==> src/rtl/regfile_pkg.sv <==
// Shared constants for the rv32i register file slice.
package regfile_pkg;
  localparam int           REG_NUM          = 32;
  localparam int           DEF_DATA_WIDTH   = 32;
  localparam int           DEF_RADDR_WIDTH  = 5;
  localparam logic         REG_WR_EN        = 1'b1;
  localparam logic         REG_WR_DIS       = 1'b0;
  localparam logic [4:0]   R_ZERO           = 5'd0;
  localparam logic [31:0]  ZERO             = 32'h0;
endpackage

==> src/rtl/regfile_if.sv <==
// Bus between writeback/decode/debug and the register file.
// dbg_ren is a one-cycle request with no backpressure; every request is
// answered by dbg_rvalid high for exactly one cycle, one cycle later.
interface regfile_if #(
  parameter int DATA_WIDTH  = 32,
  parameter int RADDR_WIDTH = 5
);
  logic                   reg_write;
  logic [RADDR_WIDTH-1:0] reg_waddr;
  logic [DATA_WIDTH-1:0]  reg_wdata;
  logic [RADDR_WIDTH-1:0] rs1_raddr;
  logic [DATA_WIDTH-1:0]  rs1_rdata;
  logic [RADDR_WIDTH-1:0] rs2_raddr;
  logic [DATA_WIDTH-1:0]  rs2_rdata;
  logic                   dbg_ren;
  logic [RADDR_WIDTH-1:0] dbg_raddr;
  logic [DATA_WIDTH-1:0]  dbg_rdata;
  logic                   dbg_rvalid;

  modport master (
    output reg_write, reg_waddr, reg_wdata, rs1_raddr, rs2_raddr, dbg_ren, dbg_raddr,
    input  rs1_rdata, rs2_rdata, dbg_rdata, dbg_rvalid
  );

  modport slave (
    input  reg_write, reg_waddr, reg_wdata, rs1_raddr, rs2_raddr, dbg_ren, dbg_raddr,
    output rs1_rdata, rs2_rdata, dbg_rdata, dbg_rvalid
  );
endinterface

==> src/rtl/regfile_rd_port.sv <==
// One combinational read port: x0 check, optional write-first bypass, storage mux.
module regfile_rd_port
  import regfile_pkg::*;
#(
  parameter int DATA_WIDTH  = DEF_DATA_WIDTH,
  parameter int RADDR_WIDTH = DEF_RADDR_WIDTH,
  parameter bit BYPASS_EN   = 1'b1
) (
  input  logic                   rst_n,
  input  logic [DATA_WIDTH-1:0]  regs [1:REG_NUM-1],
  input  logic                   reg_write,
  input  logic [RADDR_WIDTH-1:0] reg_waddr,
  input  logic [DATA_WIDTH-1:0]  reg_wdata,
  input  logic [RADDR_WIDTH-1:0] raddr,
  output logic [DATA_WIDTH-1:0]  rdata
);

  // Reset gates the bypass too, so a pending write cannot leak out while held.
  always_comb begin
    rdata = '0;
    if (!rst_n || raddr == R_ZERO) begin
      rdata = '0;
    end else if (BYPASS_EN && reg_write == REG_WR_EN && reg_waddr == raddr) begin
      rdata = reg_wdata;
    end else begin
      rdata = regs[raddr];
    end
  end

endmodule

==> src/rtl/regfile.sv <==
// 32-entry rv32i register file: one write port, two combinational read ports,
// and a registered debug read port.
module regfile
  import regfile_pkg::*;
#(
  parameter int DATA_WIDTH  = DEF_DATA_WIDTH,
  parameter int RADDR_WIDTH = DEF_RADDR_WIDTH,
  parameter bit BYPASS_EN   = 1'b1
) (
  input  logic       clk,
  input  logic       rst_n,
  regfile_if.slave   bus
);

  logic [DATA_WIDTH-1:0] regs [1:REG_NUM-1];
  logic                  wr_commit;
  logic [DATA_WIDTH-1:0] dbg_next;

  assign wr_commit = (bus.reg_write == REG_WR_EN) && (bus.reg_waddr != R_ZERO);

  always_ff @(posedge clk or negedge rst_n) begin
    if (!rst_n) begin
      for (int i = 1; i < REG_NUM; i++) begin
        regs[i] <= '0;
      end
    end else if (wr_commit) begin
      regs[bus.reg_waddr] <= bus.reg_wdata;
    end
  end

  regfile_rd_port #(
    .DATA_WIDTH  (DATA_WIDTH),
    .RADDR_WIDTH (RADDR_WIDTH),
    .BYPASS_EN   (BYPASS_EN)
  ) u_rs1 (
    .rst_n     (rst_n),
    .regs      (regs),
    .reg_write (bus.reg_write),
    .reg_waddr (bus.reg_waddr),
    .reg_wdata (bus.reg_wdata),
    .raddr     (bus.rs1_raddr),
    .rdata     (bus.rs1_rdata)
  );

  regfile_rd_port #(
    .DATA_WIDTH  (DATA_WIDTH),
    .RADDR_WIDTH (RADDR_WIDTH),
    .BYPASS_EN   (BYPASS_EN)
  ) u_rs2 (
    .rst_n     (rst_n),
    .regs      (regs),
    .reg_write (bus.reg_write),
    .reg_waddr (bus.reg_waddr),
    .reg_wdata (bus.reg_wdata),
    .raddr     (bus.rs2_raddr),
    .rdata     (bus.rs2_rdata)
  );

  // Debug returns post-edge state, so a same-edge write is always forwarded here.
  always_comb begin
    dbg_next = '0;
    if (bus.dbg_raddr == R_ZERO) begin
      dbg_next = '0;
    end else if (wr_commit && bus.reg_waddr == bus.dbg_raddr) begin
      dbg_next = bus.reg_wdata;
    end else begin
      dbg_next = regs[bus.dbg_raddr];
    end
  end

  always_ff @(posedge clk or negedge rst_n) begin
    if (!rst_n) begin
      bus.dbg_rdata  <= '0;
      bus.dbg_rvalid <= 1'b0;
    end else begin
      bus.dbg_rvalid <= bus.dbg_ren;
      if (bus.dbg_ren) begin
        bus.dbg_rdata <= dbg_next;
      end
    end
  end

endmodule
==> src/flat_wrapper.sv <==
// flat-port wrapper written by rule: the top's interface ports become plain ports
module regfile_flat import regfile_pkg::*;
#(
  parameter int DATA_WIDTH  = DEF_DATA_WIDTH,
  parameter int RADDR_WIDTH = DEF_RADDR_WIDTH,
  parameter bit BYPASS_EN   = 1'b1
)
  (clk, rst_n, bus_reg_write, bus_reg_waddr, bus_reg_wdata, bus_rs1_raddr, bus_rs2_raddr, bus_dbg_ren, bus_dbg_raddr, bus_rs1_rdata, bus_rs2_rdata, bus_dbg_rdata, bus_dbg_rvalid);
  regfile_if #(.DATA_WIDTH(DATA_WIDTH), .RADDR_WIDTH(RADDR_WIDTH)) bus_i ();
  input  logic clk;
  input  logic rst_n;
  input wire logic [$bits(bus_i.reg_write)-1:0] bus_reg_write;
  input wire logic [$bits(bus_i.reg_waddr)-1:0] bus_reg_waddr;
  input wire logic [$bits(bus_i.reg_wdata)-1:0] bus_reg_wdata;
  input wire logic [$bits(bus_i.rs1_raddr)-1:0] bus_rs1_raddr;
  input wire logic [$bits(bus_i.rs2_raddr)-1:0] bus_rs2_raddr;
  input wire logic [$bits(bus_i.dbg_ren)-1:0] bus_dbg_ren;
  input wire logic [$bits(bus_i.dbg_raddr)-1:0] bus_dbg_raddr;
  output wire logic [$bits(bus_i.rs1_rdata)-1:0] bus_rs1_rdata;
  output wire logic [$bits(bus_i.rs2_rdata)-1:0] bus_rs2_rdata;
  output wire logic [$bits(bus_i.dbg_rdata)-1:0] bus_dbg_rdata;
  output wire logic [$bits(bus_i.dbg_rvalid)-1:0] bus_dbg_rvalid;
  assign bus_i.reg_write = bus_reg_write;
  assign bus_i.reg_waddr = bus_reg_waddr;
  assign bus_i.reg_wdata = bus_reg_wdata;
  assign bus_i.rs1_raddr = bus_rs1_raddr;
  assign bus_i.rs2_raddr = bus_rs2_raddr;
  assign bus_i.dbg_ren = bus_dbg_ren;
  assign bus_i.dbg_raddr = bus_dbg_raddr;
  assign bus_rs1_rdata = bus_i.rs1_rdata;
  assign bus_rs2_rdata = bus_i.rs2_rdata;
  assign bus_dbg_rdata = bus_i.dbg_rdata;
  assign bus_dbg_rvalid = bus_i.dbg_rvalid;
  regfile #(.DATA_WIDTH(DATA_WIDTH), .RADDR_WIDTH(RADDR_WIDTH), .BYPASS_EN(BYPASS_EN)) u_core (.clk(clk), .rst_n(rst_n), .bus(bus_i));
endmodule
==> config.mk <==
export PLATFORM = sky130hd
export DESIGN_NAME = regfile_flat
export DESIGN_NICKNAME = d
export VERILOG_FILES = /design/src/rtl/regfile_pkg.sv /design/src/rtl/regfile_if.sv /design/src/rtl/regfile_rd_port.sv /design/src/rtl/regfile.sv /design/src/flat_wrapper.sv
export SDC_FILE = /design/constraint.sdc
export NUM_CORES = 2
export LEC_CHECK = 0
export BUFFER_PORTS_ARGS = -buffer_cell sky130_fd_sc_hd__buf_2
export CAP_MARGIN = 20
export CORE_AREA = 2 2 369 280
export DETAILED_ROUTE_END_ITERATION = 8
export DIE_AREA = 0 0 371 282
export MAX_ROUTING_LAYER = met4
export PLACE_DENSITY = 0.78
export SLEW_MARGIN = 15
export SYNTH_ARGS = -nofsm -noshare
export SYNTH_HDL_FRONTEND = slang
export SYNTH_HIERARCHICAL = 1
export SYNTH_SLANG_ARGS = --single-unit
==> constraint.sdc <==
create_clock -name clk -period 3.01 [get_ports clk]
set_clock_uncertainty 0.2 [all_clocks]
set_input_delay 0.301 -clock clk [delete_from_list [all_inputs] [get_ports clk]]
set_output_delay 0.301 -clock clk [all_outputs]
set_load 0.005 [all_outputs]
# --- Word-level counts from Yosys, hierarchy flattened ---
# Index checks and enable logic that the tools add are counted.
totals:
  regBits: 1025
  in_bits: 56
op_classes:
  bitwise_logic: 4
  eq_ne: 3
  n_mux: 18
  n_lt_le_gt_ge: 5
  n_reduce_logical: 12
ops:
  columns: ["operator", "count"]
  rows:
  - ["992-bit bitwise mux", 1]
  - ["32-bit binary-select mux with 5-bit select", 3]
  - ["32-bit two-way mux", 13]
  - ["32-bit demux with 5-bit select", 1]
  - ["6-bit greater-or-equal comparator (second input constant)", 4]
  - ["5-bit inverter with 6-bit output", 4]
  - ["5-bit equality test", 3]
  - ["5-bit zero test", 3]
  - ["6-bit by 1-bit < comparator with 1-bit output (second input constant)", 1]
  - ["1-bit logical AND", 5]
  - ["5-bit nonzero test", 1]
  - ["1-bit logical OR", 2]
  - ["1-bit zero test", 1]

# --- Longest topological paths before layout ---
logic_depth:
  ltp_word: 6
  ltp_mapped: 9

# --- Cells and area by module ---
# Netlist, hierarchy kept.
modules_own_cells:
  columns: ["module", "n_inst", "area_per_inst_um2", "cells_per_inst"]
  rows:
  - ["regfile", 1, 46836.2, 3099]
  - ["regfile_rd_port", 2, 8714.6, 810]

# --- Worst setup path after synthesis ---
# OpenSTA, ideal clock, no wires.
synth_timing:
  path_kind: "input to output"
  startpoint: "input port bus_rs1_raddr[0]"
  endpoint: "output port bus_rs1_rdata[11]"
  arrival_ps: 1893
  path_stages: 8
  slack_ps: 616
  required_ps: 2509
  path_cell_list: "buf_6 -> buf_6 -> buf_6 -> buf_6 -> mux4_2 -> o22ai_1 -> nand2_1 -> a32o_1"
synth_between:
  elab_chain_cells: 6
  word_cells_on_any_way: 10
synth_lines:
  columns: ["item", "line", "source"]
  rows:
  - ["from (decl)", "flat_wrapper.sv:15", "input wire logic [$bits(bus_i.rs1_raddr)-1:0] bus_rs1_raddr;"]
  - ["5-bit inverter with 6-bit output (implied by the code)", "regfile_rd_port.sv:26", "rdata = regs[raddr];"]
  - ["32-bit binary-select mux with 5-bit select", "regfile_rd_port.sv:26", null]
  - ["32-bit two-way mux (implied by the code) (2 in series)", "regfile_rd_port.sv:26", null]
  - ["32-bit two-way mux", "regfile_rd_port.sv:23", "end else if (BYPASS_EN && reg_write == REG_WR_EN && reg_waddr == raddr) begin"]
  - ["32-bit two-way mux (*)", "regfile_rd_port.sv:21", "if (!rst_n || raddr == R_ZERO) begin"]
  - ["to (decl)", "flat_wrapper.sv:19", "output wire logic [$bits(bus_i.rs1_rdata)-1:0] bus_rs1_rdata;"]
# Every way passes the cells marked *; elsewhere a longest branch is shown, timed or not. The select of a mux whose other input is x is not followed.

# --- Worst setup path in the final report ---
layout_timing:
  startpoint: "register u_core/regs[539] (netlist bit)"
  endpoint: "output port bus_rs2_rdata[27]"
layout_between:
  elab_chain_cells: 5
layout_lines:
  columns: ["item", "line", "source"]
  rows:
  - ["from (decl)", "regfile.sv:15", "logic [DATA_WIDTH-1:0] regs [1:REG_NUM-1];"]
  - ["from (signal, indexed assignment)", "regfile.sv:27", "regs[bus.reg_waddr] <= bus.reg_wdata;"]
  - ["32-bit binary-select mux with 5-bit select", "regfile_rd_port.sv:26", null]
  - ["32-bit two-way mux (implied by the code) (2 in series)", "regfile_rd_port.sv:26", null]
  - ["32-bit two-way mux", "regfile_rd_port.sv:23", null]
  - ["32-bit two-way mux", "regfile_rd_port.sv:21", null]
  - ["to (decl)", "flat_wrapper.sv:20", "output wire logic [$bits(bus_i.rs2_rdata)-1:0] bus_rs2_rdata;"]
# Every way passes these cells. The select of a mux whose other input is x is not followed.

==> results_tabular.tex <==
\begin{tabular}{lr}
\hline
Metric & Value \\
\hline
\multicolumn{2}{l}{\textbf{Synth}} \\
Post-synthesis area per instance & 13.6 µm² \\
Number of enable flip-flop cells after synthesis & 0 \\
Summed instance area of the synthesized netlist & 64300 µm² \\
Netlist cell types & 63 \\
Synth area leader & dfrtp\_1 \\
Share of cell area taken by muxes after synthesis & 44.4\% \\
Fraction of synthesis flops using an asynchronous set or reset pin & between 90\% and 100\% \\
Largest family of logic cells by synthesized area & multiplexers \\
Share of synthesized cell area in and, or, nand and nor gates & 2.78\% \\
Synth Warn \# & 6 \\
Synthesized-area fraction occupied by adder cells & 0\% \\
Synthesized-area fraction occupied by ao, oa, aoi and oai cells & 8.25\% \\
Cells taking the most area after synthesis & dfrtp\_1 (40\%), mux2\_2 (20\%), mux4\_2 (18\%) \\
Synth Net Count & 4775 \\
Share of the synthesized netlist area taken by xor and xnor gates & less than 1\% \\
Post-Synthesis Cells & about 4700 \\
Most common flop cell mapped by yosys & dfrtp\_1 \\
Share of the synthesized area in the top cell type & 39.9\% \\
Register area share after synthesis & 39.9\% \\
Flip-flop and latch count after synthesis & 1025 \\
\multicolumn{2}{l}{\textbf{Setup path}} \\
R2R Path End & u\_core/bus.dbg\_rdata[7]\$\_DFFE\_PN0P\_ \\
R2R Setup Slk & 0.69 ns \\
Start-to-end type of the worst setup path & reg -> out \\
Critical path endpoint category & output pin \\
Largest fanout on the critical path & 4 \\
Worst endpoint required time & 2.51 ns \\
Reg-to-reg critical path startpoint & u\_core/regs[903]\$\_DFFE\_PN0P\_ \\
Data arrival time of the critical path & 2.72 ns \\
Worst r2r path cells & 6 \\
Critical path startpoint category & flop \\
\multicolumn{2}{l}{\textbf{STA}} \\
Final-layout setup total negative slack & -4.64 ns \\
Final worst path period need & 3.22 ns \\
Final worst hold slack & 0.0354 ns \\
Final setup margin & -0.211 ns \\
Achievable clock frequency & 310 MHz \\
Setup repair after global routing missed its margin & true \\
Final-report hold violation count & 0 \\
Max Transition Viols Final & 0 \\
Worst slew margin relative to its limit & between 10\% and 20\% \\
Worst Tran Pin Value & 1.21 ns \\
Part of the cycle the worst path needs & 107\% \\
Final setup violation count & 46 \\
\multicolumn{2}{l}{\textbf{Clock network}} \\
Clock insertion delay at the later pin of the skew report & 0.73 ns \\
Number of buffers created by CTS & 103 \\
CTS HTree Levels & 3 \\
Clock-pin transition on the worst setup and hold timing paths & around 0.070 ns \\
CTS sink cnt & 1025 \\
TritonCTS clock tree & built \\
CTS max path bufs & 3 \\
CTS root buffer & clkbuf\_16 \\
\multicolumn{2}{l}{\textbf{Power and ir drop}} \\
Power per cell area & between 600 and 700 nW/µm² \\
Maximum vdd ir drop & 0.578 mV \\
Sequential Power Share & 42.8\% \\
Switching component of the power & about 14 mW \\
Int Pwr & a little over 30 mW \\
Standby leakage power & 32.2 nW \\
Combinational group share of total power & 27.5\% \\
Proportion of power drawn by the clock network & around 30\% \\
Switch share & 31.2\% \\
Overall power & 45.2 mW \\
\multicolumn{2}{l}{\textbf{Drt}} \\
Number of vias per cell after detailed routing & slightly below 8 \\
Number of DRC violations after detailed-routing iteration 0 & 8073 \\
Average wire per standard cell & between 30 and 40 µm \\
Routed vias & 50500 \\
Residual DRC count & 0 \\
Drt first pass iters & 8 \\
Routed Wire Length & 239000 µm \\
DRT antenna net count & 0 \\
\multicolumn{2}{l}{\textbf{Global routing}} \\
Total gr overflow & 0 \\
Antenna violations before repair & 9 \\
Vias in the first global route & 50000 \\
Maximum number of pins on one net before global-route repair & approximately 140 \\
Wire length of the first global-routing pass & 344000 µm \\
Global Route Usage Sum & 46.8\% \\
\multicolumn{2}{l}{\textbf{Hold path}} \\
HP Start & bus\_reg\_wdata[20] \\
Hold path cells & 3 \\
Worst Hold Endpoint & u\_core/bus.dbg\_rdata[20]\$\_DFFE\_PN0P\_ \\
Worst min-delay path class & in -> reg \\
\multicolumn{2}{l}{\textbf{Layout}} \\
Fraction of final layout cells with drive strength greater than 1 & between 50\% and 60\% \\
Area of combinational cells with multiple inputs & 37100 µm² \\
Net total in the final layout & 5026 \\
Commonest cells after routing, fill and taps aside & mux2\_2 (1102), dfrtp\_1 (1025), mux4\_2 (505) \\
FF/Latch Area & 25600 µm² \\
Most common library cell in the layout ignoring fill and taps & mux2\_2 \\
Number of fillers in the final layout & roughly 6300 \\
Area added between synthesis and finish & 15.4\% \\
Area of all placed cells without fillers & between 70000 and 80000 µm² \\
\multicolumn{2}{l}{\textbf{Placed design}} \\
Number of buffers inserted by port buffering & 152 \\
Pre-CTS worst setup slack & -0.108 ns \\
Final RePlAce weighted congestion & 1.01 \\
Instance area after placement & a little under 70000 µm² \\
Detailed Place HPWL & around 150000 µm \\
\multicolumn{2}{l}{\textbf{Floorplanning}} \\
Die Height & 282 µm \\
Boundary Pins & 153 \\
Site Rows & between 100 and 150 \\
Die width & around 370 µm \\
Die Area & between 100000 and 150000 µm² \\
Effective utilization at floorplan & between 60\% and 70\% \\
Core area & 101000 µm² \\
\multicolumn{2}{l}{\textbf{Flow run}} \\
MaxCap Viol Count & 0 \\
\multicolumn{2}{l}{\textbf{Outcome}} \\
Failing checks & negative setup slack \\
Result of the run & finished with violations \\
\hline
\end{tabular}
registers in the layout (all words and copies together), names as in the netlist:
name                   flops
u_core/bus.dbg_rvalid      1
u_core/bus.dbg_rdata      32
u_core/regs              992
worst max-delay path, stage by stage (launching register included):
cell and delay (ns):
dfrtp_1 0.43, mux4_2 0.49, mux2_4 0.30, a221oi_4 0.26
buf_4 0.16, a2111oi_2 0.04, a21o_1 0.20, buf_2 0.12
layout make-up:
cell class / instances / share of cell area (%)
diodes: 9 / 0.0304
clock buffers: 146 / 4.05
clock inverters: 35 / 0.586
inverters: 5 / 0.0253
multi-input cells: 3164 / 50.1
flip-flops and latches: 1025 / 34.6
well taps: 1339 / 2.26
repair buffers: 671 / 8.36
through the flow:
stage	std cells	util (%)
after floorplan	4719	-
after global placement	6115	68.2
after detailed placement	6115	68.2
after CTS	6350	72.8
after global routing	6394	73.6
final	6394	73.6
metal layers:
metal | track usage [%] | vias to the layer above | part of all wire [%]
li1 | - | 19200 | -
met4 | 24.1 | 0 | 6.4
met3 | 18.8 | 1032 | 17
met2 | 61.9 | 4395 | 41
met1 | 61.9 | 25800 | 36
met5 | - | - | 0
how the worst max path moves through the flow:
stage                                      start                end  slack [ns]  depth (start not counted)
global route        u_core/regs[539]$_DFFE_PN0P_  bus_rs2_rdata[27]       -0.26                          7
finish              u_core/regs[539]$_DFFE_PN0P_  bus_rs2_rdata[27]       -0.21                          7
floorplan                       bus_rs1_raddr[0]  bus_rs1_rdata[11]        0.62                          8
CTS                 u_core/regs[635]$_DFFE_PN0P_  bus_rs2_rdata[27]       -0.20                          7
detailed placement              bus_rs1_raddr[0]   bus_rs1_rdata[1]       -0.11                          8
global placement                bus_rs1_raddr[0]   bus_rs1_rdata[1]       -0.11                          8
what timing repair did:
item                                    in CTS  in global routing
gates resized for setup                    171                 96
pin swaps                                   61                 44
hold buffers                                22                  0
endpoints found under the setup margin      62                 62
setup buffers                               40                 37
gates cloned                                 0                  1
hold endpoints to repair                   213                  0
cell usage after synthesis, drive strengths merged (2+ instances only):
| library cell | instances |
|---|---|
| a2111oi | 26 |
| a211o | 10 |
| a211oi | 14 |
| a21o | 26 |
| a21oi | 74 |
| a221o | 26 |
| a221oi | 110 |
| a22o | 4 |
| a22oi | 99 |
| a311oi | 10 |
| a31oi | 28 |
| a32o | 26 |
| a32oi | 28 |
| and2 | 6 |
| and3 | 6 |
| and3b | 4 |
| buf | 339 |
| clkbuf | 186 |
| dfrtp | 1025 |
| inv | 4 |
| mux2 | 1152 |
| mux2i | 416 |
| mux4 | 506 |
| nand2 | 164 |
| nand2b | 15 |
| nand3 | 14 |
| nand3b | 5 |
| nand4 | 3 |
| nor2 | 102 |
| nor2b | 33 |
| nor3 | 19 |
| nor3b | 7 |
| o211ai | 10 |
| o21ai | 38 |
| o21bai | 2 |
| o22a | 26 |
| o22ai | 72 |
| o311ai | 33 |
| o31ai | 12 |
| o32a | 12 |
| or2 | 4 |
| or3 | 3 |
| or4 | 2 |
| xnor2 | 15 |
power groups by stage:
stage	combinational (mW)	clock [mW]	sequential (mW)
2_1_floorplan	8.20	0	18.4
3_3_place_gp	10.9	0	19.1
3_5_place_dp	11.2	0	19.4
4_1_cts	11.8	13.4	19.1
5_1_grt	12.9	14.0	19.6
6_report	12.4	13.4	19.4
kinds of logic after synthesis:
kind of cell / count (synthesis)
compound gates: 686
mux: 2074
flops: 1025
buf+inv: 530
xor+xnor: 15
simple gates: 389
Note: power is estimated with default switching activity, not from simulation.
